===== src/rtl/ctrl_pkg.sv =====
// rtl/ctrl_pkg.sv - shared state, opcode and control-field encodings for ctrl_fsm_param
package ctrl_pkg;

  typedef enum logic [3:0] {
    S_INIT   = 4'd0,
    S_FETCH  = 4'd1,
    S_DECODE = 4'd2,
    S_NOOP   = 4'd3,
    S_LOAD_A = 4'd4,
    S_LOAD_W = 4'd5,
    S_LOAD_B = 4'd6,
    S_STORE  = 4'd7,
    S_ADD    = 4'd8,
    S_SUB    = 4'd9,
    S_LDI    = 4'd10,
    S_JPZ    = 4'd11,
    S_HALT   = 4'd12
  } state_t;

  localparam logic [3:0] OP_NOOP  = 4'd0;
  localparam logic [3:0] OP_STORE = 4'd1;
  localparam logic [3:0] OP_LOAD  = 4'd2;
  localparam logic [3:0] OP_ADD   = 4'd3;
  localparam logic [3:0] OP_SUB   = 4'd4;
  localparam logic [3:0] OP_HALT  = 4'd5;
  localparam logic [3:0] OP_LDI   = 4'd6;
  localparam logic [3:0] OP_JPZ   = 4'd7;

  localparam logic [2:0] ALU_PASS = 3'b000;
  localparam logic [2:0] ALU_ADD  = 3'b001;
  localparam logic [2:0] ALU_SUB  = 3'b010;

  localparam logic [1:0] RFS_ALU = 2'b00;
  localparam logic [1:0] RFS_MEM = 2'b01;
  localparam logic [1:0] RFS_IMM = 2'b10;

endpackage


===== src/rtl/ctrl_fsm_param.sv =====
// rtl/ctrl_fsm_param.sv - fetch/decode/execute controller for the 16-bit datapath processor
module ctrl_fsm_param
  import ctrl_pkg::*;
#(
  parameter int OP_W    = 4,
  parameter int RF_AW   = 4,
  parameter int MEM_LAT = 1,
  localparam int IR_W   = OP_W + 3*RF_AW,
  localparam int D_AW   = 2*RF_AW
) (
  input  logic               clk,
  input  logic               rst,
  input  logic [IR_W-1:0]    IR,
  input  logic               RF_Ra_zero,
  input  logic               resume,
  output logic               PC_clr,
  output logic               PC_up,
  output logic               PC_ld,
  output logic [D_AW-1:0]    PC_target,
  output logic               IR_ld,
  output logic [D_AW-1:0]    D_addr,
  output logic               D_wr,
  output logic [1:0]         RF_s,
  output logic [RF_AW-1:0]   RF_W_addr,
  output logic               RF_W_en,
  output logic [RF_AW-1:0]   RF_Ra_addr,
  output logic [RF_AW-1:0]   RF_Rb_addr,
  output logic [D_AW-1:0]    RF_imm,
  output logic [2:0]         ALU_s,
  output logic               halted,
  output logic [3:0]         state
);

  state_t     state_q;
  logic [3:0] wait_cnt;

  logic [OP_W-1:0]  op;
  logic [RF_AW-1:0] ra, rb, rd;
  logic [D_AW-1:0]  addr_hi, addr_lo;

  assign op      = IR[IR_W-1 -: OP_W];
  assign ra      = IR[3*RF_AW-1 -: RF_AW];
  assign rb      = IR[2*RF_AW-1 -: RF_AW];
  assign rd      = IR[RF_AW-1:0];
  assign addr_hi = IR[3*RF_AW-1 -: D_AW];
  assign addr_lo = IR[D_AW-1:0];

  assign state = state_q;

  always_ff @(posedge clk) begin
    if (rst) begin
      state_q  <= S_INIT;
      wait_cnt <= 4'd0;
    end else begin
      case (state_q)
        S_INIT:   state_q <= S_FETCH;
        S_FETCH:  state_q <= S_DECODE;
        S_DECODE: begin
          case (op)
            OP_W'(OP_STORE): state_q <= S_STORE;
            OP_W'(OP_LOAD):  state_q <= S_LOAD_A;
            OP_W'(OP_ADD):   state_q <= S_ADD;
            OP_W'(OP_SUB):   state_q <= S_SUB;
            OP_W'(OP_HALT):  state_q <= S_HALT;
            OP_W'(OP_LDI):   state_q <= S_LDI;
            OP_W'(OP_JPZ):   state_q <= S_JPZ;
            default:         state_q <= S_NOOP;
          endcase
        end
        S_LOAD_A: begin
          wait_cnt <= 4'(MEM_LAT - 1);
          state_q  <= (MEM_LAT == 1) ? S_LOAD_B : S_LOAD_W;
        end
        // Counter holds the remaining wait cycles including the current one.
        S_LOAD_W: begin
          wait_cnt <= wait_cnt - 4'd1;
          if (wait_cnt <= 4'd1) state_q <= S_LOAD_B;
        end
        S_HALT: if (resume) state_q <= S_FETCH;
        S_NOOP, S_LOAD_B, S_STORE, S_ADD, S_SUB, S_LDI, S_JPZ:
          state_q <= S_FETCH;
        default:  state_q <= S_INIT;
      endcase
    end
  end

  always_comb begin
    PC_clr     = 1'b0;
    PC_up      = 1'b0;
    PC_ld      = 1'b0;
    PC_target  = '0;
    IR_ld      = 1'b0;
    D_addr     = '0;
    D_wr       = 1'b0;
    RF_s       = RFS_ALU;
    RF_W_addr  = '0;
    RF_W_en    = 1'b0;
    RF_Ra_addr = '0;
    RF_Rb_addr = '0;
    RF_imm     = '0;
    ALU_s      = ALU_PASS;
    halted     = 1'b0;
    case (state_q)
      S_INIT:  PC_clr = 1'b1;
      S_FETCH: begin
        IR_ld = 1'b1;
        PC_up = 1'b1;
      end
      S_LOAD_A, S_LOAD_W, S_LOAD_B: begin
        D_addr    = addr_hi;
        RF_s      = RFS_MEM;
        RF_W_addr = rd;
        RF_W_en   = (state_q == S_LOAD_B);
      end
      S_STORE: begin
        D_addr     = addr_lo;
        D_wr       = 1'b1;
        RF_Ra_addr = ra;
      end
      S_ADD, S_SUB: begin
        RF_Ra_addr = ra;
        RF_Rb_addr = rb;
        RF_W_addr  = rd;
        RF_W_en    = 1'b1;
        RF_s       = RFS_ALU;
        ALU_s      = (state_q == S_ADD) ? ALU_ADD : ALU_SUB;
      end
      S_LDI: begin
        RF_imm    = addr_hi;
        RF_s      = RFS_IMM;
        RF_W_addr = rd;
        RF_W_en   = 1'b1;
      end
      // Only output that follows an input directly; PC_up stays low here.
      S_JPZ: begin
        RF_Ra_addr = ra;
        PC_target  = addr_lo;
        PC_ld      = RF_Ra_zero;
      end
      S_HALT:  halted = 1'b1;
      default: ;
    endcase
  end

endmodule


===== config.mk =====
export PLATFORM = sky130hd
export DESIGN_NAME = ctrl_fsm_param
export DESIGN_NICKNAME = d
export VERILOG_FILES = /design/src/rtl/ctrl_pkg.sv /design/src/rtl/ctrl_fsm_param.sv
export SDC_FILE = /design/constraint.sdc
export NUM_CORES = 1
export LEC_CHECK = 0
export ABC_AREA = 0
export BUFFER_PORTS_ARGS = -buffer_cell sky130_fd_sc_hd__buf_2
export CAP_MARGIN = 10
export CORE_UTILIZATION = 40
export CTS_CLUSTER_DIAMETER = 30
export DETAILED_ROUTE_END_ITERATION = 10
export GPL_ROUTABILITY_DRIVEN = 0
export PLACE_DENSITY_LB_ADDON = 0.1
export SLEW_MARGIN = 20
export SYNTH_ARGS = -nofsm -noshare
export SYNTH_HDL_FRONTEND = slang
export SYNTH_SLANG_ARGS = --single-unit

===== constraint.sdc =====
create_clock -name clk -period 1.75 [get_ports clk]
set_input_delay 0.2625 -clock clk [delete_from_list [all_inputs] [get_ports clk]]
set_output_delay 0.2625 -clock clk [all_outputs]
set_load 0.02 [all_outputs]

Word-level counts from Yosys, hierarchy flattened --
Cells that the tools add are included.
Word-level totals: input bits 20, register bits after elaboration 8, logic and storage cells 54
Cells by class: order comparisons 1, mux-type cells 20, reductions and logical operators 9, add/subtract/negate cells 1, equal/unequal tests 21
Operators with widths (number):
- $eq 4x3->1 const B | 8
- $pmux 4 s7 | 1
- $pmux 4 s6 | 1
- $eq 4x4->1 const B | 5
- $mux 4 | 5
- $eq 4x2->1 const B | 4
- $mux 8 | 2
- $pmux 8 s2 | 1
- $eq 4x1->1 const B | 2
- $pmux 4 s2 | 1
- $reduce_or 8->1 | 1
- $reduce_or 3->1 | 2
- $reduce_or 6->1 | 1
- $mux 1 | 5
- $le 4x1->1 const B | 1
- $logic_not 4->1 | 1
- $mux 2 | 2
- $ne 2x2->1 const B | 2
- $pmux 2 s2 | 1
- $reduce_or 4->1 | 1
- $sub 4x1->4 const B | 1
- $pmux 1 s2 | 1
- $reduce_and 2->1 | 1
- $reduce_bool 2->1 | 1
- $reduce_or 2->1 | 1

Depth between registers and ports, before layout --
depth after elaboration 3, depth in mapped cells 6, gate-level depth less buffers 6

Worst setup path after synthesis --
OpenSTA, ideal clock, no wires.
kind flip-flop to output port, start register state_q[0] (netlist: state[0]), end output D_addr[0], setup slack -0.011 ns, data required time 1.487 ns, arrival time 1.498 ns, stages on the path, launching flop included 6, path through dfxtp_1 > buf_2 > inv_1 > nor2_1 > nand2_1 > a21oi_1
Between the ends: longest elaborated chain between the ends 3, elaborated cells between the ends (all ways) 6, classes of those cells eq/ne: 4; mux: 1; reduce/logical: 1
Ends and longest elaborated chain:
- start: declaration | RTL line ctrl_fsm_param.sv:34 | state_t state_q;
- start signal: assignment | RTL line ctrl_fsm_param.sv:72 | state_q <= (MEM_LAT == 1) ? S_LOAD_B : S_LOAD_W;
- $eq 4x3->1 | RTL line ctrl_fsm_param.sv:103 | case (state_q)
- $reduce_or 3->1 | RTL line ctrl_fsm_param.sv:103
- $pmux 8 s2 (*) | RTL line ctrl_fsm_param.sv:103
- end: declaration | RTL line ctrl_fsm_param.sv:21 | output logic [D_AW-1:0] D_addr,
Every way passes the cells marked *; elsewhere a longest branch is shown, timed or not.

Worst setup path in the final report --
start register state_q[2] (netlist: state[2]), end output RF_Ra_addr[0]
Between the ends: longest elaborated chain between the ends 3, elaborated cells between the ends (all ways) 6, classes of those cells eq/ne: 4; mux: 1; reduce/logical: 1
Ends and longest elaborated chain:
- $eq 4x4->1 / $eq 4x3->1 (equally long branches) | RTL line ctrl_fsm_param.sv:103
- $reduce_or 4->1 (no line) (*)
- $mux 4 (*) | RTL line ctrl_fsm_param.sv:103
- end: declaration | RTL line ctrl_fsm_param.sv:26 | output logic [RF_AW-1:0] RF_Ra_addr,
Marks and branches as above.

==> impl_metrics.env <==
export IMPL_syn_inst=148
export IMPL_io_pins=72
export IMPL_critPathBufInv=1
export IMPL_cap_violations=0
export IMPL_drc=0
export IMPL_antenna_left=0
export IMPL_fin_ws_ns=0.0342
export IMPL_setup_violations=0
export IMPL_crit_family="flip-flops"
export IMPL_fin_setup_tns_ns=0
export IMPL_grt_usage_pct=22.6
export IMPL_cpMaxStageDelayCell="dfxtp_1"
export IMPL_grt_max_degree=13
export IMPL_peakVddDrop_mv=0.408
export IMPL_hold_violations=0
export IMPL_synth_top_area_share_pct=19.2
export IMPL_power_w=0.000697
export IMPL_synth_distinct_cells=34
export IMPL_worstPathCellList="nand2b_1 -> a21boi_2 -> o22ai_4 -> and2_1 -> buf_2"
export IMPL_p_comb_share_pct=48.5
export IMPL_synth_top_cell_by_area="and2_1"
export IMPL_vias=1250
export IMPL_die_y_um=50.6
export IMPL_wl_per_cell_um=12.0
export IMPL_whs_endpoint="wait_cnt[2]"
export IMPL_cts_setup_buffers=0
export IMPL_drv_slew=0
export IMPL_path_max_fanout=4
export IMPL_wirelength_mm=2.99
export IMPL_synth_seq_cells=8
export IMPL_p_seq_share_pct=31.0
export IMPL_initial_core_util_pct=42.8
export IMPL_p_int_w=0.000396
export IMPL_overflow=0
export IMPL_yosys_top_cells_area="and2_1, dfxtp_1, nand2_1"
export IMPL_place_ws_ns=0.121
export IMPL_cts_num_sinks=8
export IMPL_netlist_area_um2=946
export IMPL_grt_pass1_wl_mm=4.43
export IMPL_clock_root_buffer="clkbuf_4"
export IMPL_worstSetupPathType="register to primary output"
export IMPL_fp_row_count=17
export IMPL_htree_levels=1
export IMPL_netSwitchingFraction_pct=43.2
export IMPL_via_per_inst=5.04
export IMPL_rsz0062_at_grt="true"
export IMPL_cts_buffers_inserted=3
export IMPL_first_global_vias=1012
export IMPL_clk_latency_ns=0.25
export IMPL_cts_tree="built"
export IMPL_final_cell_mix="buf_2, and2_1, nand2_1, buf_4, a21oi_1"
export IMPL_fmax_mhz=583
export IMPL_min_path_cells=2
export IMPL_clkPwrFrac_pct=20.5
export IMPL_reg2reg_depth=5
export IMPL_avgSynthCellArea_um2=6.39
export IMPL_synth_nets=170
export IMPL_status="finished clean"
export IMPL_startpoint_type="register"
export IMPL_dieArea_mm2=0.00256
export IMPL_min_from="rst"
export IMPL_ys_seq_area_share_pct=16.9
export IMPL_mostFrequentLayoutCell="buf_2"
export IMPL_cellLeakagePower_nw=0.764
export IMPL_area_growth_syn_to_layout_pct=54.0
export IMPL_skew_ns=0.00211
export IMPL_fin_crit_sh_pct=98.0
export IMPL_holdWs_ns=0.248
export IMPL_drt_iter0_markers=15
export IMPL_arrival_ns=1.45
export IMPL_clkSlewWorstSetupHoldPaths_ns=0.06
export IMPL_ys_warn_count=0
export IMPL_worst_ep_required_time_ns=1.49
export IMPL_cts_buffer_depth=2
export IMPL_rrSetupSlack_ns=0.21
export IMPL_antenna_found_initial=0
export IMPL_diodes=0
export IMPL_max_stage_delay_ns=0.36
export IMPL_portBuffers=70
export IMPL_p_sw_w=0.000301
export IMPL_r2r_end="wait_cnt[2]"
export IMPL_num_nets_final=244
export IMPL_die_w_um=50.6
export IMPL_drive_gt1_share_pct=43.6
export IMPL_r2r_start="state[1]"
export IMPL_endpoint_kind="primary output"
export IMPL_core_area_mm2=0.00221
export IMPL_postCtsHoldBufs=0
export IMPL_fin_crit_ns=1.72
export IMPL_hpwl_mm=2.27
export IMPL_power_density_mw_per_mm2=478
export IMPL_dr_pass1_iters=4
export IMPL_hold_class="input pin to register"
==> synthesized netlist by cell type <==
| cell type | count |
|---|---|
| a211oi_1 | 1 |
| a21boi_0 | 2 |
| a21o_1 | 1 |
| a21oi_1 | 13 |
| a21oi_2 | 1 |
| a22oi_1 | 1 |
| a31oi_1 | 1 |
| a32oi_1 | 1 |
| and2_1 | 29 |
| and3b_1 | 1 |
| buf_2 | 5 |
| buf_4 | 4 |
| clkbuf_1 | 2 |
| conb_1 | 1 |
| dfxtp_1 | 8 |
| ha_1 | 2 |
| inv_1 | 5 |
| mux2i_1 | 1 |
| nand2_1 | 20 |
| nand2b_1 | 4 |
| nor2_1 | 15 |
| nor2b_1 | 2 |
| nor3_1 | 7 |
| nor3b_2 | 1 |
| nor4_1 | 4 |
| o211ai_1 | 1 |
| o21a_1 | 1 |
| o21ai_0 | 4 |
| o21ai_1 | 1 |
| o22ai_1 | 2 |
| o31ai_1 | 3 |
| or3b_1 | 1 |
| or4_1 | 2 |
| xnor2_1 | 1 |
==> what timing repair did <==
action | in CTS | in global routing
endpoints found under the setup margin | 34 | 35
pin swaps | 0 | 3
cloned | 0 | 2
resized for setup | 8 | 19
==> how the worst max path moves through the flow <==
stage | startpoint | end | slack [ns] | cells after the start
floorplan | state[1] | PC_up | 0.004 | 5
global placement | state[2] | RF_imm[1] | 0.20 | 5
global route | state[2] | RF_Ra_addr[0] | -0.05 | 5
finish | state[2] | RF_Ra_addr[0] | 0.03 | 5
CTS | state[2] | RF_Ra_addr[0] | 0.004 | 5
detailed placement | state[2] | RF_imm[3] | 0.12 | 5
==> routing by layer <==
metal  GRT usage (%)  vias up  wire, um
li1                -      650         -
met1            28.2      560      1270
met2            38.2       38      1530
met3            6.06        2       165
met4            5.56        0        13
met5               0        -         0
==> power by group through the flow <==
| stage | sequential [W] | clock, W | combinational (W) |
|---|---|---|---|
| after floorplan | 0.000216 | 0 | 0.000205 |
| after global placement | 0.000213 | 0 | 0.000301 |
| after detailed placement | 0.000214 | 0 | 0.000302 |
| after CTS | 0.000212 | 0.000147 | 0.000313 |
| after global routing | 0.000219 | 0.000159 | 0.000370 |
| final | 0.000216 | 0.000143 | 0.000338 |
==> cells by family (layout without fill, tap and decap cells) <==
group | count (synthesis) | count (layout) | synth area share (%)
AO/OA/AOI/OAI | 33 | 33 | 21.3
multiplexers | 1 | 1 | 1.06
adder cells (fa/ha/maj) | 2 | 2 | 2.65
XOR/XNOR | 1 | 1 | 0.926
flip-flops | 8 | 8 | 16.9
other | 1 | 1 | 0.396
AND/OR/NAND/NOR | 86 | 88 | 48.1
buffers and inverters | 16 | 86 | 8.60
==> cell type report <==
type / instances / area (um^2)
Clock buffer: 3 / 22.5
Fill cell: 209 / 756
Inverter: 5 / 18.8
Multi-Input combinational cell: 126 / 782
Sequential cell: 8 / 164
Tap cell: 28 / 35.0
Timing Repair Buffer: 78 / 434
==> flip-flops by register name, summed over array words and instances, names as in the netlist <==
name and count:
wait_cnt 4, state 4
==> per-stage QoR <==
| stage | util (%) | instances | cell area [um^2] |
|---|---|---|---|
| finish | 65.8 | 248 | 1460 |
| global route | 65.8 | 248 | 1460 |
| CTS | 62.4 | 246 | 1380 |
| detailed placement | 60.2 | 243 | 1330 |
| global placement | 60.2 | 243 | 1330 |
| floorplan | - | 148 | 948 |
(Power assumes the default switching activity.)
